File: src/rtl/vend_pkg.sv
// Shared definitions for the multi-item vending controller.
//   state_t      : controller FSM states (IDLE, VEND, CHANGE)
//   COIN_*       : coin_type encodings from the coin acceptor
//   coin_value() : maps a coin_type to its worth in 5-cent units (0 for illegal)
package vend_pkg;

  typedef enum logic [1:0] {
    IDLE   = 2'd0,
    VEND   = 2'd1,
    CHANGE = 2'd2
  } state_t;

  localparam logic [1:0] COIN_5C      = 2'b00;
  localparam logic [1:0] COIN_10C     = 2'b01;
  localparam logic [1:0] COIN_25C     = 2'b10;
  localparam logic [1:0] COIN_ILLEGAL = 2'b11;

  function automatic logic [2:0] coin_value(input logic [1:0] ct);
    case (ct)
      COIN_5C:  return 3'd1;
      COIN_10C: return 3'd2;
      COIN_25C: return 3'd5;
      default:  return 3'd0;
    endcase
  endfunction

endpackage

File: src/rtl/vend_stock.sv
// Per-item stock counters for the vending controller.
// Every counter resets to full (2**STOCK_W-1).
// Ports:
//   clk, rst  : clock, async active-high reset
//   dec       : decrement stock[id] by one (never below zero)
//   refill    : restore stock[id] to full; wins over dec for the same item
//   id        : item index for dec/refill; indices >= N_ITEMS are ignored
//   sold_out  : bit i set when stock[i] == 0
module vend_stock
  import vend_pkg::*;
#(
  parameter int N_ITEMS = 4,
  parameter int STOCK_W = 4,
  parameter int ID_W    = 2
) (
  input  logic               clk,
  input  logic               rst,
  input  logic               dec,
  input  logic               refill,
  input  logic [ID_W-1:0]    id,
  output logic [N_ITEMS-1:0] sold_out
);

  localparam logic [STOCK_W-1:0] STOCK_MAX = '1;

  logic [STOCK_W-1:0] stock [N_ITEMS];

  always_ff @(posedge clk or posedge rst) begin
    if (rst) begin
      for (int i = 0; i < N_ITEMS; i++) begin
        stock[i] <= STOCK_MAX;
      end
    end else begin
      for (int i = 0; i < N_ITEMS; i++) begin
        if (id == ID_W'(i)) begin
          if (refill) begin
            stock[i] <= STOCK_MAX;
          end else if (dec && (stock[i] != '0)) begin
            stock[i] <= stock[i] - 1'b1;
          end
        end
      end
    end
  end

  for (genvar g = 0; g < N_ITEMS; g++) begin : g_sold
    assign sold_out[g] = (stock[g] == '0);
  end

endmodule

File: src/rtl/vend_ctrl.sv
// Multi-item vending controller: accumulates coin credit, sells one of
// N_ITEMS products at a common PRICE and tracks per-item stock.
// Optional feature macro: VEND_CHANGE_EN (adds the CHANGE state, change
// return after a vend and cancel/refund). Without it, leftover credit is
// carried into the next purchase and cancel is ignored.
// Ports:
//   clk, rst            : clock, async active-high reset
//   coin_valid/coin_type: one-cycle coin strobe and its type
//   sel_valid/sel_id    : one-cycle product select and index
//   cancel              : one-cycle refund request
//   refill              : restore stock[sel_id] to full (IDLE only)
//   coin_reject         : pulse, coin returned uncredited
//   vend_valid/vend_id  : pulse, dispense vend_id
//   credit              : current credit (registered)
//   change_valid/amt    : pulse, return change_amt units
//   sold_out            : bit i set when item i is empty
module vend_ctrl
  import vend_pkg::*;
#(
  parameter  int PRICE    = 3,
  parameter  int N_ITEMS  = 4,
  parameter  int STOCK_W  = 4,
  parameter  int CREDIT_W = 5,
  localparam int ID_W     = (N_ITEMS > 1) ? $clog2(N_ITEMS) : 1
) (
  input  logic                clk,
  input  logic                rst,
  input  logic                coin_valid,
  input  logic [1:0]          coin_type,
  input  logic                sel_valid,
  input  logic [ID_W-1:0]     sel_id,
  input  logic                cancel,
  input  logic                refill,
  output logic                coin_reject,
  output logic                vend_valid,
  output logic [ID_W-1:0]     vend_id,
  output logic [CREDIT_W-1:0] credit,
  output logic                change_valid,
  output logic [CREDIT_W-1:0] change_amt,
  output logic [N_ITEMS-1:0]  sold_out
);

  state_t              state;
  logic                in_idle;
  logic [CREDIT_W:0]   coin_sum;
  logic                coin_legal;
  logic                coin_ok;
  logic                sel_in_range;
  logic                sel_ok;
  logic                cancel_ok;
  logic                stock_refill;

  assign in_idle = (state == IDLE);

  // One extra bit so an overflowing sum is seen in the MSB rather than wrapping.
  assign coin_sum   = {1'b0, credit} + (CREDIT_W+1)'(coin_value(coin_type));
  assign coin_legal = (coin_type != COIN_ILLEGAL) && !coin_sum[CREDIT_W];

  // Only a non-power-of-two item count can produce an out-of-range index.
  if (N_ITEMS == (1 << ID_W)) begin : g_full_range
    assign sel_in_range = 1'b1;
  end else begin : g_part_range
    assign sel_in_range = ({1'b0, sel_id} < (ID_W+1)'(N_ITEMS));
  end

`ifdef VEND_CHANGE_EN
  assign cancel_ok = in_idle && cancel && (credit != '0);
`else
  logic unused_cancel;
  assign unused_cancel = cancel;
  assign cancel_ok     = 1'b0;
`endif

  // refill and an accepted cancel both take precedence over a purchase.
  assign sel_ok = in_idle && sel_valid && !refill && !cancel_ok && sel_in_range &&
                  (credit >= CREDIT_W'(PRICE)) && !sold_out[sel_id];

  // A coin is only credited when nothing else claims the credit register.
  assign coin_ok      = in_idle && coin_valid && coin_legal && !sel_ok && !cancel_ok;
  assign stock_refill = in_idle && refill;

  vend_stock #(
    .N_ITEMS (N_ITEMS),
    .STOCK_W (STOCK_W),
    .ID_W    (ID_W)
  ) u_stock (
    .clk      (clk),
    .rst      (rst),
    .dec      (sel_ok),
    .refill   (stock_refill),
    .id       (sel_id),
    .sold_out (sold_out)
  );

  always_ff @(posedge clk or posedge rst) begin
    if (rst) begin
      state        <= IDLE;
      credit       <= '0;
      coin_reject  <= 1'b0;
      vend_valid   <= 1'b0;
      vend_id      <= '0;
      change_valid <= 1'b0;
      change_amt   <= '0;
    end else begin
      coin_reject  <= coin_valid && !coin_ok;
      vend_valid   <= 1'b0;
      change_valid <= 1'b0;
      case (state)
        IDLE: begin
          if (cancel_ok) begin
            state        <= CHANGE;
            change_valid <= 1'b1;
            change_amt   <= credit;
            credit       <= '0;
          end else if (sel_ok) begin
            state      <= VEND;
            vend_valid <= 1'b1;
            vend_id    <= sel_id;
            credit     <= credit - CREDIT_W'(PRICE);
          end else if (coin_ok) begin
            credit <= coin_sum[CREDIT_W-1:0];
          end
        end
        VEND: begin
`ifdef VEND_CHANGE_EN
          if (credit != '0) begin
            state        <= CHANGE;
            change_valid <= 1'b1;
            change_amt   <= credit;
            credit       <= '0;
          end else begin
            state <= IDLE;
          end
`else
          state <= IDLE;
`endif
        end
        CHANGE:  state <= IDLE;
        default: state <= IDLE;
      endcase
    end
  end

endmodule

File: config.mk
export PLATFORM = sky130hd
export DESIGN_NAME = vend_ctrl
export DESIGN_NICKNAME = d
export VERILOG_FILES = /design/src/rtl/vend_pkg.sv /design/src/rtl/vend_stock.sv /design/src/rtl/vend_ctrl.sv
export SDC_FILE = /design/constraint.sdc
export NUM_CORES = 1
export LEC_CHECK = 0
export ABC_CLOCK_PERIOD_IN_PS = 4900
export CAP_MARGIN = 20
export CORE_UTILIZATION = 40
export DETAILED_ROUTE_END_ITERATION = 8
export PLACE_DENSITY = 0.74
export SYNTH_ARGS = -nofsm -noshare
export SYNTH_HDL_FRONTEND = slang
export SYNTH_HIERARCHICAL = 1
export SYNTH_SLANG_ARGS = --single-unit
export TNS_END_PERCENT = 20
File: constraint.sdc
create_clock -name clk -period 4.9 [get_ports clk]
set_input_delay 1.225 -clock clk [delete_from_list [all_inputs] [get_ports clk]]
set_output_delay 1.225 -clock clk [all_outputs]
set_load 0.05 [all_outputs]
-- Word-level counts from Yosys, hierarchy flattened
Cells that the tools add are included.
- logic and storage cells: 82
- output and inout port bits: 19
- input bits: 10
- register bits: 27
- eq/ne operators: 7
- multiplexer cells: 17
- reductions and logical operators: 41
- add/subtract/negate cells: 6
- order comparisons: 2
- operator list (cell ; number):
    2-to-1 mux 4 bit ; 8
    logical NOT 4 bit ; 4
    nonzero test 4 bit ; 4
    subtractor 4 x 1 -> 4 bit (second input constant) ; 4
    logical AND 1 bit ; 14
    AND reduction 2 bit ; 6
    2-to-1 mux 5 bit ; 2
    nonzero test 2 bit ; 5
    case mux 3 bit (3 select lines) ; 1
    adder 5 x 3 -> 6 bit ; 1
    equality test 2 bit (second input constant) ; 3
    logical NOT 2 bit ; 3
    >= comparator 5 x 2 -> 1 bit (second input constant) ; 1
    logical NOT 1 bit ; 5
    subtractor 5 x 2 -> 5 bit (second input constant) ; 1
    equality test 2 x 1 -> 1 bit (second input constant) ; 2
    2-to-1 mux 2 bit ; 2
    less-than comparator 2 x 3 -> 1 bit (second input constant) ; 1
    2-to-1 mux 1 bit ; 3
    binary-select mux 1 bit (select 2 bit) ; 1
    inequality test 2 x 1 -> 1 bit (second input constant) ; 1
    inequality test 2 bit (second input constant) ; 1

-- Depth between registers and ports, before layout
Gate-level depths: netlist of run 1.
- depth after elaboration: 9
- gate-level depth with buffers: 13
- mapped depth without buffers: 10

-- Hierarchy
Netlist of run 1, hierarchy kept.
- by module, submodules not included (module ; cells an instance ; instances ; area each (sq um) ; sequential area each (sq um)):
    vend_stock ; 110 ; 1 ; 1057.3 ; 420.4
    vend_ctrl ; 85 ; 1 ; 747.0 ; 250.2

-- Worst setup path before layout of run 1
No wires, ideal clock.
- kind: register -> register
- start: register u_stock/stock[5] in the netlist's numbering
- end: register u_stock/stock[12] in the netlist's numbering
- required time: 4.817 ns
- setup slack: 1.382 ns
- setup time: 0.083 ns
- data arrival time: 3.435 ns
- stages on the path, launching flop included: 13
- path buffers: 3
- clock period less this slack: 3.518 ns
- cells stage by stage: dfstp_2 inv_1 ha_1 nor3b_1 mux4_2 a211o_1 buf_2 inv_1 or2_1 buf_6 buf_6 a21oi_1 nor3b_2
- word-level cells in the longest chain between the ends: 8
- RTL lines (what ; RTL line ; text):
    start: declaration ; vend_stock.sv:26 ; logic [STOCK_W-1:0] stock [N_ITEMS];
    start signal: indexed assignment ; vend_stock.sv:39 ; stock[i] <= stock[i] - 1'b1;
    logical NOT 4 bit ; vend_stock.sv:47 ; assign sold_out[g] = (stock[g] == '0);
    named net sold_out[2] ; vend_ctrl.sv:40 ; output logic [N_ITEMS-1:0] sold_out
    binary-select mux 1 bit (select 2 bit) ; vend_ctrl.sv:76 ; (credit >= CREDIT_W'(PRICE)) && !sold_out[sel_id];
    2-to-1 mux 1 bit (implied by the code) ; vend_ctrl.sv:76 ;
    logical NOT 1 bit ; vend_ctrl.sv:76 ;
    logical AND 1 bit ; vend_ctrl.sv:76 ;
    named net sel_ok ; vend_ctrl.sv:49 ; logic sel_ok;
    logical AND 1 bit ; vend_stock.sv:38 ; end else if (dec && (stock[i] != '0)) begin
    nonzero test 2 bit (no source line) ; - ;
    AND reduction 2 bit (no source line) ; - ;
The timed path passes the listed nets, and every way through them passes these cells. The select of a mux whose other input is x is not followed.
A chain may end at the register's enable or synchronous reset.

-- Worst setup path after layout of run 1
- start: input sel_id[0]
- end: register u_stock/stock[13] in the netlist's numbering
- word-level cells in the longest chain between the ends: 7
- RTL lines (what ; RTL line ; text):
    start: declaration ; vend_ctrl.sv:31 ; input logic [ID_W-1:0] sel_id,
    binary-select mux 1 bit (select 2 bit) ; vend_ctrl.sv:76 ;
    2-to-1 mux 1 bit (implied by the code) ; vend_ctrl.sv:76 ;
    logical NOT 1 bit ; vend_ctrl.sv:76 ;
    logical AND 1 bit ; vend_ctrl.sv:76 ;
    named net sel_ok ; vend_ctrl.sv:49 ;
    logical AND 1 bit ; vend_stock.sv:38 ;
    nonzero test 2 bit (no source line) ; - ;
    AND reduction 2 bit (no source line) ; - ;
The timed path passes the listed nets, and every way through them passes these cells. The select of a mux whose other input is x is not followed.

==> flow_summary.json, run 1 <==
{
  "grt_pass1_vias": 1363,
  "regArea_um2": 670.6,
  "dp_cells": 262,
  "antenna_found_initial": 0,
  "die_area_um2": 4783,
  "synthesis.area_um2": 1804,
  "cts_tree": "built",
  "cp.arrival_ps": 3990,
  "place.gp.congestion": 0.7656,
  "seq_power_share_pct": 39.1,
  "r2r_slack_ps": 1630,
  "cts_buffers": 3,
  "yosysTopAreaCell": "dfstp_2",
  "ys_seq_area_share_pct": 37.17,
  "syn_avg_cell_area_um2": 9.252,
  "track_usage_pct": 15.05,
  "cts_sinks": 26,
  "routed_wl_um": 3437,
  "timing.hold.ws_ps": 504.7,
  "viasPerCell": 5.549,
  "finalClockSkew_ps": 5.599,
  "synth_area_leaders": "dfstp_2 (23%), dfrtp_1 (14%), ha_1 (5.5%)",
  "ys_ff_latch": 26,
  "detail-route-antenna-nets": 0,
  "synth_ff_type": "dfstp_2",
  "async_reset_ff_share_pct": 100.0,
  "period_needed_ps": 3790,
  "coreArea_um2": 4354,
  "vias": 1476,
  "critPathMaxStageDelay_ps": 650,
  "switching_share_pct": 40.81,
  "dp_hpwl_um": 2580,
  "p_comb_share_pct": 42.9,
  "setup_viol": 0,
  "grt_pass1_wl_um": 6037,
  "insertion_delay_ps": 270,
  "routedWlPerCell_um": 12.92,
  "ys_types": 59,
  "drv_cap": 0,
  "switching_power_uw": 397.7,
  "hold_viol": 0,
  "synth.top_cell.area_share_pct": 23.30,
  "maxSlewViolCount": 0,
  "fill_cells": 444,
  "syn_to_final_growth_pct": 15.19,
  "max_freq_mhz": 263.8,
  "post_cts_buffers": 0,
  "clkSlewWorstSetupHoldPaths_ps": 90,
  "die_y_um": 69.16,
  "cts_root_buffer": "clkbuf_8",
  "path_max_fanout": 14,
  "start_util_pct": 41.44,
  "ir_drop_v": 0.0002620,
  "drc_errors": 0,
  "synth_commonest_cells": "inv_1 (21), dfstp_2 (16), a21oi_1 (12), nand2_1 (12), nor2_1 (11)",
  "synth_most_common_cell": "inv_1",
  "clkPwrFrac_pct": 18.0,
  "cp-start-kind": "input port",
  "clock_path_buffers": 2,
  "hold_path.class": "reg2reg",
  "rows": 24,
  "synth_edf_count": 0,
  "netlist_instances": 195,
  "slew_headroom_pct": 45.19,
  "hold_buffers": 0,
  "nets": 234,
  "diodes": 0,
  "rsz0062_at_grt": "no",
  "critPathKind": "in2reg",
  "multi_input_area_um2": 970.9,
  "p_int_uw": 576.8,
  "crit_chain": "clkdlybuf4s50_1 -> mux4_2 -> a211o_1 -> inv_1 -> or2_1 -> a41oi_2 -> o2bb2a_1",
  "grt_overflow_total": 0,
  "status": "finished, final reports clean",
  "crit_required_ps": 5100,
  "end_kind": "flip-flop",
  "cp_slowest_cell": "clkdlybuf4s50_1",
  "drive_gt1_share_pct": 14.02,
  "layoutNonFillerInstCount": 266,
  "p_leak_uw": 0.0008980,
  "ys_warn_count": 6,
  "tightest_slew_ps": 817.2,
  "dieWidth_um": 69.16,
  "fin_crit_sh_pct": 77.36,
  "dr.pass1.iters": 4,
  "h-tree-depth": 1,
  "power_density_nw_per_um2": 468.9,
  "ctsResizeCount": 0,
  "ios": 29,
  "drt_iter0_markers": 72,
  "grt_max_degree": 20,
  "fin_tns_setup_ps": 0,
  "portBuffers": 21
}
## logic make-up after synthesis
logic type | synth area share (%)
XOR/XNOR | 0.4855
flip-flops | 37.17
multiplexers | 1.803
adder cells (fa/ha/maj) | 6.658
buffers and inverters | 10.05
AO/OA/AOI/OAI | 21.43
other | 0.2078
AND/OR/NAND/NOR | 22.19
## cell usage in the layout, fill, tap and decap left out, drive strengths merged, types with 3 or more instances in the layout
cell type      instances
inv                   22
clkdlybuf4s50         21
dfstp                 16
a21oi                 12
nand2                 12
nor2                  11
dfrtp                 10
nor2b                  8
ha                     8
o21ai                  8
nand3                  6
conb                   6
nor3                   5
a22oi                  4
nor3b                  4
a211o                  3
nor4                   3
and3                   3
or3                    3
a31oi                  3
clkbuf                 3
o2bb2ai                3
a211oi                 3
## registers in the layout, indices dropped and copies added (netlist names)
signal / flops
vend_valid: 1
u_stock/stock: 16
coin_reject: 1
vend_id: 2
credit: 5
state: 1
## path summary, 6_finish.rpt
kind,depth (start not counted),start,to
max,7,sel_id[0],u_stock/stock[13]
min reg2reg,2,vend_id[1],vend_id[1]
min,2,vend_id[1],vend_id[1]
max reg2reg,10,u_stock/stock[12],u_stock/stock[13]
max in group asynchronous,2,rst,u_stock/stock[11]
min in group asynchronous,2,rst,vend_valid
## per-layer routing
layer  vias to the layer above  GRT usage [%]  share of wire, %
li1                        736              -                 -
met1                       706          20.74                49
met2                        32          25.24                46
met3                         2          3.070               4.5
met4                         0          1.361              0.44
met5                         -              0                 0
## cell type report
class / instances / share of cell area (%)
Clock inverter: 1 / 1.445
Inverter: 22 / 3.974
Multi-Input combinational cell: 140 / 46.72
Clock buffer: 3 / 1.987
Timing Repair Buffer: 22 / 10.48
Sequential cell: 26 / 32.27
Tap cell: 52 / 3.131
## worst max-delay path, delay by kind of cell
kind	cells	cell delay, ps
AOI/OAI and AO/OA	3	890
and+or+nand+nor	1	430
buffers and inverters	2	850
muxes	1	600
## per-stage QoR
stage	utilization (%)	instance area, um^2	total power (uW)	setup WS [ps]
3_3_place_gp	46.09	2007	795.2	856.9
2_1_floorplan	-	1823	693.5	1382
3_5_place_dp	46.09	2007	802.8	862.9
4_1_cts	47.73	2078	983.5	1131
5_1_grt	47.73	2078	1046	957.9
6_report	47.73	2078	974.6	1110
## power groups by stage
stage,Clock [uW],Combinational (uW),Sequential [uW]
after global routing,189,461,396
final,176,418,381
after global placement,0,411,384
after CTS,182,420,382
after floorplan,0,238,456
after detailed placement,0,419,383
(Power assumes the default switching activity.)
==> run 2, diff against run 1 <==
--- a/config.mk
+++ b/config.mk
@@ -5,11 +5,11 @@
 export SDC_FILE = /design/constraint.sdc
 export NUM_CORES = 1
 export LEC_CHECK = 0
-export ABC_CLOCK_PERIOD_IN_PS = 4900
+export ABC_CLOCK_PERIOD_IN_PS = 3300
 export CAP_MARGIN = 20
 export CORE_UTILIZATION = 40
 export DETAILED_ROUTE_END_ITERATION = 8
-export PLACE_DENSITY = 0.74
+export PLACE_DENSITY = 0.76
 export SYNTH_ARGS = -nofsm -noshare
 export SYNTH_HDL_FRONTEND = slang
 export SYNTH_HIERARCHICAL = 1
==> constraint.sdc (replaced) <==
create_clock -name clk -period 3.3 [get_ports clk]
set_input_delay 0.825 -clock clk [delete_from_list [all_inputs] [get_ports clk]]
set_output_delay 0.825 -clock clk [all_outputs]
set_load 0.05 [all_outputs]
==> flow_summary.json, run 2 (synthesized netlist as in run 1, its figures left out) <==
{
  "status": "finished, final reports clean",
  "clkSlewWorstSetupHoldPaths_ps": 90,
  "ctsResizeCount": 0,
  "drive_gt1_share_pct": 18.10,
  "finalClockSkew_ps": 5.215,
  "cts_buffers": 3,
  "grt_max_degree": 17,
  "final_area_um2": 2146,
  "insertion_delay_ps": 270,
  "grt_pass1_wl_um": 6651,
  "fill_cells": 427,
  "reg2reg_depth": 11,
  "setup_viol": 0,
  "ir_drop_v": 0.0005000,
  "antenna_found_initial": 0,
  "hold_viol": 0,
  "clock_path_buffers": 2,
  "maxSlewViolCount": 0,
  "die_area_um2": 4783,
  "post_cts_buffers": 0,
  "track_usage_pct": 16.81,
  "largest_reg_flops": 16,
  "drc_errors": 0,
  "ios": 29,
  "portBuffers": 21,
  "viasPerCell": 5.586,
  "cts_root_buffer": "clkbuf_8",
  "hold-path-endpoint": "vend_id[1]",
  "dieWidth_um": 69.16,
  "rsz0062_at_grt": "no",
  "path_max_fanout": 5,
  "grt_pass1_vias": 1457,
  "dr.pass1.iters": 4,
  "routedWlPerCell_um": 13.85,
  "fin_crit_sh_pct": 93.40,
  "cp-start-kind": "flip-flop",
  "start_util_pct": 41.44,
  "die_y_um": 69.16,
  "h-tree-depth": 1,
  "drv_cap": 0,
  "coreArea_um2": 4354,
  "cp.arrival_ps": 2260,
  "worstReg2RegEnd": "u_stock/stock[5]",
  "placed_area_um2": 2074,
  "nets": 241,
  "critPathKind": "reg2out",
  "largest_registers": "u_stock/stock x16, credit x5, vend_id x2",
  "p_leak_uw": 0.0009326,
  "routed_wl_um": 3781,
  "grt_overflow_total": 0,
  "hold_buffers": 0,
  "drt_iter0_markers": 86,
  "max_freq_mhz": 324.5,
  "hold_depth": 2,
  "period_needed_ps": 3082,
  "reg2reg_from": "u_stock/stock[12]",
  "dp_hpwl_um": 2759,
  "diodes": 0,
  "hold_path.class": "reg2reg",
  "crit_required_ps": 2470,
  "detail-route-antenna-nets": 0,
  "slew_headroom_pct": 46.73,
  "cts_sinks": 26,
  "hold_path_startpoint": "vend_id[1]",
  "power_density_nw_per_um2": 688.2,
  "place.gp.congestion": 0.7755,
  "tightest_slew_ps": 794.3,
  "end_kind": "output pin",
  "regMostFlops": "u_stock/stock",
  "syn_to_final_growth_pct": 18.93,
  "cts_tree": "built",
  "fin_tns_setup_ps": 0,
  "vias": 1525,
  "rows": 24,
  "r2r_slack_ps": 470,
  "final_cell_mix": "inv_1 (21), clkdlybuf4s50_1 (21), dfstp_2 (16)"
}
==> run 2: final cells by class <==
class	instances	area (um^2)	area share [%]
Clock buffer	3	41.29	1.924
Tap cell	52	65.06	3.032
Timing Repair Buffer	29	270.3	12.59
Multi-Input combinational cell	140	985.9	45.95
Inverter	22	82.58	3.848
Sequential cell	26	670.6	31.25
Clock inverter	1	30.03	1.399
==> run 2: through the flow <==
| step | utilization [%] | power, uW | worst slack, ps | hold slack, ps | instances |
|---|---|---|---|---|---|
| global placement | 47.64 | 1194 | 272.8 | 481.8 | 269 |
| floorplan | - | 1033 | 302.8 | 471.2 | 200 |
| global route | 49.28 | 1579 | 101.3 | 531.7 | 273 |
| finish | 49.28 | 1477 | 217.9 | 505.9 | 273 |
| CTS | 49.28 | 1480 | 210.1 | 512.3 | 273 |
| detailed placement | 47.64 | 1210 | 248.9 | 488.6 | 269 |
==> run 2: layer usage <==
metal / part of all wire, % / track usage (%) / routed length (um) / up-vias
met5: 0 / 0 / 0 / -
li1: - / - / - / 749
met2: 48 / 28.48 / 1820 / 32
met4: 1.2 / 5.215 / 46 / 0
met3: 3.4 / 1.901 / 129 / 5
met1: 47 / 22.43 / 1785 / 739
==> run 2: critical path: stages (launching register included) <==
cell,delay [ps]
dfstp_2,400
inv_1,60
ha_1,220
or3b_4,430
inv_1,80
clkdlybuf4s50_1,800
==> run 2: report_power, final <==
| group | internal, uW | switching (uW) |
|---|---|---|
| Combinational | 254 | 383 |
| Clock | 162 | 104 |
| Sequential | 451 | 122 |
| Total | 867 | 609 |
==> run 2: worst max path at each step <==
stage,endpoint,from,cells after the start,slack (ps)
floorplan,u_stock/stock[13],u_stock/stock[12],12,300
global placement,u_stock/stock[5],sel_id[0],8,270
detailed placement,u_stock/stock[5],sel_id[0],8,250
CTS,sold_out[0],u_stock/stock[12],5,210
global route,sold_out[0],u_stock/stock[12],5,100
finish,sold_out[0],u_stock/stock[12],5,220
